==> config.mk <==
export PLATFORM = sky130hd
export DESIGN_NAME = alu_writeback
export DESIGN_NICKNAME = d
export VERILOG_FILES = /design/src/rtl/alu_writeback.sv
export SDC_FILE = /design/constraint.sdc
export NUM_CORES = 1
export LEC_CHECK = 0
export ABC_AREA = 1
export CORE_UTILIZATION = 30
export CTS_BUF_LIST = sky130_fd_sc_hd__clkbuf_16
export DETAILED_ROUTE_END_ITERATION = 16
export PLACE_DENSITY = 0.58
export SYNTH_ARGS = -nofsm -noshare
export SYNTH_HDL_FRONTEND = slang
export SYNTH_SLANG_ARGS = --single-unit
==> constraint.sdc <==
create_clock -name clock -period 2.6 [get_ports clock]
set_input_delay 0.39 -clock clock [delete_from_list [all_inputs] [get_ports clock]]
set_output_delay 0.39 -clock clock [all_outputs]
set_load 0.005 [all_outputs]
==> src/rtl/alu_writeback.sv <==
// Sequencing and writeback stage behind alu_core: holds the ALU opcode through
// SETTLE/CAPTURE, then commits results into ACC, B and PSW, arbitrating with SFR writes.
module alu_writeback #(
    parameter logic [4:0] IDLE_OPC = 5'b11111
) (
    input  logic       clock,
    input  logic       reset,
    input  logic       start,
    input  logic [4:0] req_opcode,
    input  logic       req_bit_op,
    output logic [4:0] alu_opcode,
    input  logic [7:0] alu_res_1,
    input  logic [7:0] alu_res_2,
    input  logic       alu_cy,
    input  logic       alu_ac,
    input  logic       alu_ov,
    input  logic       sfr_we,
    input  logic [7:0] sfr_addr,
    input  logic [7:0] sfr_wdata,
    output logic [7:0] acc,
    output logic [7:0] b_reg,
    output logic [7:0] psw,
    output logic       busy,
    output logic       done
);

    // ALU_* codes, matching define_opcodes.v
    localparam logic [4:0] ALU_INC  = 5'd0;
    localparam logic [4:0] ALU_DEC  = 5'd1;
    localparam logic [4:0] ALU_ADD  = 5'd2;
    localparam logic [4:0] ALU_ADDC = 5'd3;
    localparam logic [4:0] ALU_SUBB = 5'd4;
    localparam logic [4:0] ALU_MUL  = 5'd5;
    localparam logic [4:0] ALU_DIV  = 5'd6;
    localparam logic [4:0] ALU_DA   = 5'd7;
    localparam logic [4:0] ALU_CPL  = 5'd8;
    localparam logic [4:0] ALU_RR   = 5'd9;
    localparam logic [4:0] ALU_RRC  = 5'd10;
    localparam logic [4:0] ALU_RL   = 5'd11;
    localparam logic [4:0] ALU_RLC  = 5'd12;
    localparam logic [4:0] ALU_SWAP = 5'd13;
    localparam logic [4:0] ALU_ORL  = 5'd14;
    localparam logic [4:0] ALU_ANL  = 5'd15;
    localparam logic [4:0] ALU_XRL  = 5'd16;

    localparam logic [7:0] ADDR_ACC = 8'hE0;
    localparam logic [7:0] ADDR_B   = 8'hF0;
    localparam logic [7:0] ADDR_PSW = 8'hD0;

    typedef enum logic [1:0] {
        IDLE    = 2'd0,
        SETTLE  = 2'd1,
        CAPTURE = 2'd2
    } state_t;

    state_t     state;
    logic [4:0] op_q;
    logic       bit_q;
    logic [7:1] psw_q;

    logic wr_acc, wr_b, wr_cy, wr_ac, wr_ov;
    logic cy_val;

    always_comb begin
        wr_acc = 1'b0;
        wr_b   = 1'b0;
        wr_cy  = 1'b0;
        wr_ac  = 1'b0;
        wr_ov  = 1'b0;
        cy_val = alu_cy;
        if (state == CAPTURE) begin
            unique case (op_q)
                ALU_INC, ALU_DEC, ALU_RR, ALU_RL, ALU_CPL, ALU_SWAP, ALU_DA, ALU_XRL:
                    wr_acc = 1'b1;
                ALU_ADD, ALU_ADDC, ALU_SUBB: begin
                    wr_acc = 1'b1;
                    wr_cy  = 1'b1;
                    wr_ac  = 1'b1;
                    wr_ov  = 1'b1;
                end
                ALU_MUL, ALU_DIV: begin
                    wr_acc = 1'b1;
                    wr_b   = 1'b1;
                    wr_cy  = 1'b1;
                    cy_val = 1'b0;
                    wr_ov  = 1'b1;
                end
                ALU_RRC, ALU_RLC: begin
                    wr_acc = 1'b1;
                    wr_cy  = 1'b1;
                end
                ALU_ORL, ALU_ANL: begin
                    wr_cy  = bit_q;
                    wr_acc = ~bit_q;
                end
                default: ;
            endcase
        end
    end

    always_ff @(posedge clock) begin
        if (!reset) begin
            state      <= IDLE;
            op_q       <= IDLE_OPC;
            bit_q      <= 1'b0;
            acc        <= '0;
            b_reg      <= '0;
            psw_q      <= '0;
            busy       <= 1'b0;
            done       <= 1'b0;
            alu_opcode <= IDLE_OPC;
        end else begin
            // SFR write first; commit assignments below override per field
            if (sfr_we) begin
                case (sfr_addr)
                    ADDR_ACC: acc   <= sfr_wdata;
                    ADDR_B:   b_reg <= sfr_wdata;
                    ADDR_PSW: psw_q <= sfr_wdata[7:1];
                    default: ;
                endcase
            end
            if (wr_acc) acc      <= alu_res_1;
            if (wr_b)   b_reg    <= alu_res_2;
            if (wr_cy)  psw_q[7] <= cy_val;
            if (wr_ac)  psw_q[6] <= alu_ac;
            if (wr_ov)  psw_q[2] <= alu_ov;

            done <= 1'b0;
            case (state)
                IDLE: begin
                    if (start) begin
                        state      <= SETTLE;
                        op_q       <= req_opcode;
                        bit_q      <= req_bit_op;
                        busy       <= 1'b1;
                        alu_opcode <= req_opcode;
                    end
                end
                SETTLE: state <= CAPTURE;
                CAPTURE: begin
                    state      <= IDLE;
                    busy       <= 1'b0;
                    done       <= 1'b1;
                    alu_opcode <= IDLE_OPC;
                end
                default: state <= IDLE;
            endcase
        end
    end

    assign psw = {psw_q, ^acc};

endmodule

==> results of run 1 <==
layout by cell type, fill, tap and decap left out, types with 4 or more instances in the layout:
cell type | synthesis | routed
xnor2_1 | 6 | 6
nand2_1 | 73 | 73
o211ai_1 | 4 | 4
inv_1 | 20 | 21
o21ai_0 | 15 | 15
a21oi_1 | 16 | 16
nor2_1 | 42 | 42
nand3_1 | 15 | 15
o21ai_1 | 5 | 5
clkdlybuf4s50_1 | 0 | 75
nor3_1 | 5 | 5
dfxtp_1 | 38 | 38
clkbuf_16 | 0 | 5
metal layers:
layer | up-vias | track usage [%] | wire length (µm)
li1 | 1008 | - | -
met1 | 847 | 22.0 | 2370
met2 | 55 | 27.6 | 2290
met3 | 7 | 3.52 | 277
met4 | 0 | 6.43 | 77
met5 | - | 0 | 0
stage by stage:
| step | area, µm² | instances |
|---|---|---|
| 5_1_grt | 2810 | 419 |
| 4_1_cts | 2810 | 419 |
| 2_1_floorplan | 1840 | 263 |
| 6_report | 2810 | 419 |
| 3_3_place_gp | 2670 | 411 |
| 3_5_place_dp | 2670 | 411 |
worst max-delay path, cell delays in order (launching register included):
cell,delay (ps)
dfxtp_1,370
xor2_1,180
xnor2_1,160
xnor2_1,140
clkdlybuf4s50_1,510
cells by family after synthesis:
kind of cell    share of synthesized area [%]
compound gates                           11.9
buf+inv                                  7.26
flops                                    41.3
xor+xnor                                 3.33
simple gates                             36.3
cell type report:
class,instances,share of cell area (%)
Multi-Input combinational cell,196,33.8
Timing Repair Buffer,78,27.6
Sequential cell,38,27.1
Clock buffer,5,4.46
Tap cell,75,3.35
Inverter,24,3.26
Clock inverter,3,0.446
power breakdown:
part           leakage, µW  internal (µW)  total (µW)  switching [µW]
sequential        0.000310            603         621            18.2
clock            0.0000724            346         570             224
combinational     0.000844            107         186            79.0
worst paths after layout:
kind              startpoint  endpoint  slack [ps]  cells past startpoint
setup reg to reg     op_q[2]  b_reg[3]        1050                      8
hold reg to reg     state[1]  state[1]         450                      1
hold / removal      state[1]  state[1]         450                      1
setup / recovery      acc[2]    psw[0]         570                      4
==> results by group, run 1 <==
Synthesis
  – Ys async rst share: 0%
  – Syn Area/Cell: 7.01 µm²
  – Syn Nets: roughly 300
  – Sequential share of the synthesized area: 41.3%
  – Syn Inst Count: roughly 260
  – Synth Cell Area: around 0.0018 mm²
  – Top_reg_cell synth: dfxtp_1
  – Number of enable flip-flop cells after synthesis: 0
  – Yosys warning count: 0
  – Top cell type's share of synthesized area: 41.3%
  – Synth top area cells: dfxtp_1, nand2_1, nor2_1
  – Most common cell in the synthesized netlist: nand2_1
  – Count of cell types in the netlist: 27
  – #FFs+latches synth: 38
  – Area leader, netlist: dfxtp_1
  – Top post-synthesis cells by count: nand2_1, nor2_1, dfxtp_1

Placed design
  – Placer Congestion: 0.776
  – IO Port Bufs: 75
  – DP HPWL: 3820 µm
  – Pre-CTS setup slack: 644 ps

Timing
  – Unrepaired setup endpoints after global routing: no
  – Min Tclk post-route: 2030 ps
  – Period utilization: a little under 80%
  – Setup TNS: 0 ps
  – Fin. max-slew vios: 0
  – Max_slew headroom: 78.5%
  – Fin. Hold Viols: 0
  – WHS: 450 ps
  – FMAX: a little under 500 MHz
  – Worst-Margin Slew: ~320 ps
  – Final WS setup: 571 ps
  – Worst-case clock skew: between 2 and 2.5 ps
  – Setup violations, final: 0

Critical path
  – Worst endpoint required time: between 2000 and 2500 ps
  – CP endpoint kind: primary output
  – Critical path type: reg2out
  – Startpoint types: flop
  – WP data arrival: 1640 ps
  – Crit path max fanout: 3

Layout
  – Multi-input logic area: 948 µm²
  – Filler cells: 640
  – Antenna cells: 0
  – Layout cells sized above 1: 6.69%
  – Area Overhead vs Synth: 52.2%
  – Final Core Density: a little under half
  – FF+latch area: 761 µm²
  – Final Net Count: 388

Clocking
  – Total setup buffers inserted after CTS: 0
  – TritonCTS Buffers: 5
  – Clock transition at path regs: 50 ps
  – Clock tree buffer depth: 2
  – Cts repair resizes: 0
  – CTS tree: done
  – Clock latency on the worst-skew pair: approximately 280 ps
  – Hold Buf Count CTS: 0
  – Clk sinks: 38
  – Root Buffer: clkbuf_16
  – H-tree lvl count: 2

Routing
  – Detailed-route via count: 1,917
  – First drt pass iteration count: 4
  – Initial drt markers: 83
  – Post-detailed-route count of antenna-violating nets: 0
  – Vias per cell: 4.58
  – Post-Route WL: 5010 µm
  – Detailed-route DRC error count: 0
  – DR WL/cell: ~12 µm

Power
  – P_leak: 0.00123 µW
  – VDD IR max: 0.259 mV
  – PD cells: 491 mW/mm²
  – Overall Power: 1380 µW

Global route
  – Antenna violations before repair: 0
  – Largest net degree at the start of global routing: 25
  – Global-route wire length before repair: 8440 µm
  – Vias in the first global route: 1,789
  – Global Route Usage Sum: between 10% and 20%
  – Global route total overflow: 0

Floorplanning
  – Die area: roughly 0.0065 mm²
  – Die Width: 80.4 µm
  – Initial core utilization: 31.1%
  – Die H: 80.4 µm
  – Site row count: 28
  – Core Region: 0.00592 mm²
  – IO Pins: 76

Run
  – Max cap viols: 0

Worst hold path
  – Tightest Hold Check Type: reg2reg

Run status
  – Status: finished, final reports clean
Note: power is estimated with default switching activity, not from simulation.
==> run 2: changes to the inputs <==
Settings changed: PLACE_DENSITY 0.58 to 0.61.
Clock period 2.6 ns to 1.72 ns, I/O delays scaled along.
==> run 2 against run 1 <==
  * First-iteration DRC count is 35% higher
  * Sequential share of layout area fell by 0.34 points
  * Sequential power grew 51%
  * Non-clock buffer count is 6 higher
  * Power is 50% higher
  * Critical endpoint unchanged
  * Critical path type unchanged
  * Clock skew rose by 0.54 ps
==> results by group, run 2 (same netlist as run 1, synthesis figures left out) <==
Run status
  – Status: finished, final reports clean

Layout
  – Final Net Count: slightly below 400
  – Layout cells sized above 1: slightly above 8%
  – Antenna cells: 0
  – Final instance area: 0.00285 mm²
  – Filler cells: 619
  – Leading cell type in the layout, fill and taps excluded: clkdlybuf4s50_1
  – Area Overhead vs Synth: 54.4%
  – Commonest cells after routing, fill and taps aside: clkdlybuf4s50_1, nand2_1, nor2_1

Critical path
  – Worst path cell trace: xor2_1 > xnor2_1 > xnor2_1 > dlygate4sd2_1
  – CP max-delay cell: dfxtp_1
  – CP endpoint kind: primary output
  – Most frequent CP cell: xnor2_1
  – Crit path max fanout: 2
  – Critical path type: reg2out
  – Worst endpoint required time: 1460 ps
  – Startpoint types: flop
  – Crit path largest cell delay: 320 ps
  – WP data arrival: 1370 ps

Global route
  – Largest net degree at the start of global routing: 25
  – Global-route wire length before repair: around 8700 µm
  – Global Route Usage Sum: 17.7%
  – Antenna violations before repair: 0
  – Global route total overflow: 0
  – Vias in the first global route: 1,907

Timing
  – Unrepaired setup endpoints after global routing: no
  – Max_slew headroom: about 80%
  – Setup TNS: 0 ps
  – Final WS setup: between 80 and 90 ps
  – FMAX: 612 MHz
  – Setup violations, final: 0
  – Min Tclk post-route: 1630 ps
  – Fin. max-slew vios: 0
  – Worst-Margin Slew: 330 ps
  – Fin. Hold Viols: 0
  – Period utilization: 94.9%
  – Worst-case clock skew: roughly 2.7 ps

Floorplanning
  – Die area: 0.00646 mm²
  – Die H: 80.4 µm
  – Core Region: a little under 0.006 mm²
  – Initial core utilization: 31.1%
  – Site row count: 28
  – IO Pins: 76
  – Die Width: 80.4 µm

Clocking
  – TritonCTS Buffers: 5
  – Total setup buffers inserted after CTS: 0
  – Clock tree buffer depth: 2
  – Root Buffer: clkbuf_16
  – Hold Buf Count CTS: 0
  – Clk sinks: 38
  – Clock transition at path regs: 50 ps
  – Clock latency on the worst-skew pair: 280 ps
  – CTS tree: done
  – H-tree lvl count: 2

Routing
  – Initial drt markers: between 100 and 150
  – Detailed-route DRC error count: 0
  – Detailed-route via count: 1,965
  – DR WL/cell: 12.2 µm
  – Vias per cell: 4.63
  – Post-detailed-route count of antenna-violating nets: 0
  – Post-Route WL: 5150 µm
  – First drt pass iteration count: 4

Run
  – Max cap viols: 0

Power
  – P_leak: 0.00126 µW
  – VDD IR max: 0.458 mV
  – Overall Power: 2070 µW
  – PD cells: 727 mW/mm²

Placed design
  – IO Port Bufs: between 70 and 80
  – Area after DPL: 0.00271 mm²
  – Placer Congestion: 0.788
  – Pre-CTS setup slack: roughly 32 ps
  – DP HPWL: 3970 µm

Worst hold path
  – Tightest Hold Check Type: reg2reg
## run 2: repair_timing
item,CTS,global route
resized for setup,1,1
pin swaps,1,0
setup endpoints to repair,1,1
## run 2: path summary, 6_finish.rpt
path,slack [ps],to,startpoint,depth (start not counted)
hold reg to reg,450,state[1],state[1],1
setup reg to reg,290,acc[5],op_q[2],6
setup / recovery,90,psw[0],acc[2],4
hold / removal,450,state[1],state[1],1
## run 2: report_power, final
part / internal (µW) / switching [µW]
clock: 517 / 327
combinational: 164 / 122
sequential: 912 / 26.9
## run 2: metrics by stage
stage / utilization, % / hold WS, ps / std cells
5_1_grt: 48.1 / 475 / 424
3_5_place_dp: 45.8 / 443 / 417
2_1_floorplan: - / 390 / 263
6_report: 48.1 / 448 / 424
4_1_cts: 48.0 / 451 / 424
3_3_place_gp: 45.8 / 444 / 417
## run 2: critical path: cells and delay by family, from the launching register on
| kind | cells | cell delay (ps) |
|---|---|---|
| xor+xnor | 3 | 540 |
| flops | 1 | 320 |
| buf+inv | 1 | 240 |
## run 2: routing by layer
| layer | track usage [%] | part of all wire, % | vias up |
|---|---|---|---|
| met3 | 3.52 | 7.6 | 8 |
| met5 | 0 | 0 | - |
| met4 | 6.43 | 1.5 | 0 |
| met2 | 31.1 | 46 | 72 |
| met1 | 21.0 | 44 | 866 |
| li1 | - | - | 1019 |
## run 2: layout make-up
class | instances | area, µm² | share of cell area, %
clock buffer | 5 | 125 | 4.40
clock inverter | 2 | 7.51 | 0.264
inverter | 24 | 91.3 | 3.21
multi-input combinational | 196 | 948 | 33.3
sequential | 38 | 762 | 26.8
tap | 75 | 93.8 | 3.30
timing repair buffer | 84 | 817 | 28.7
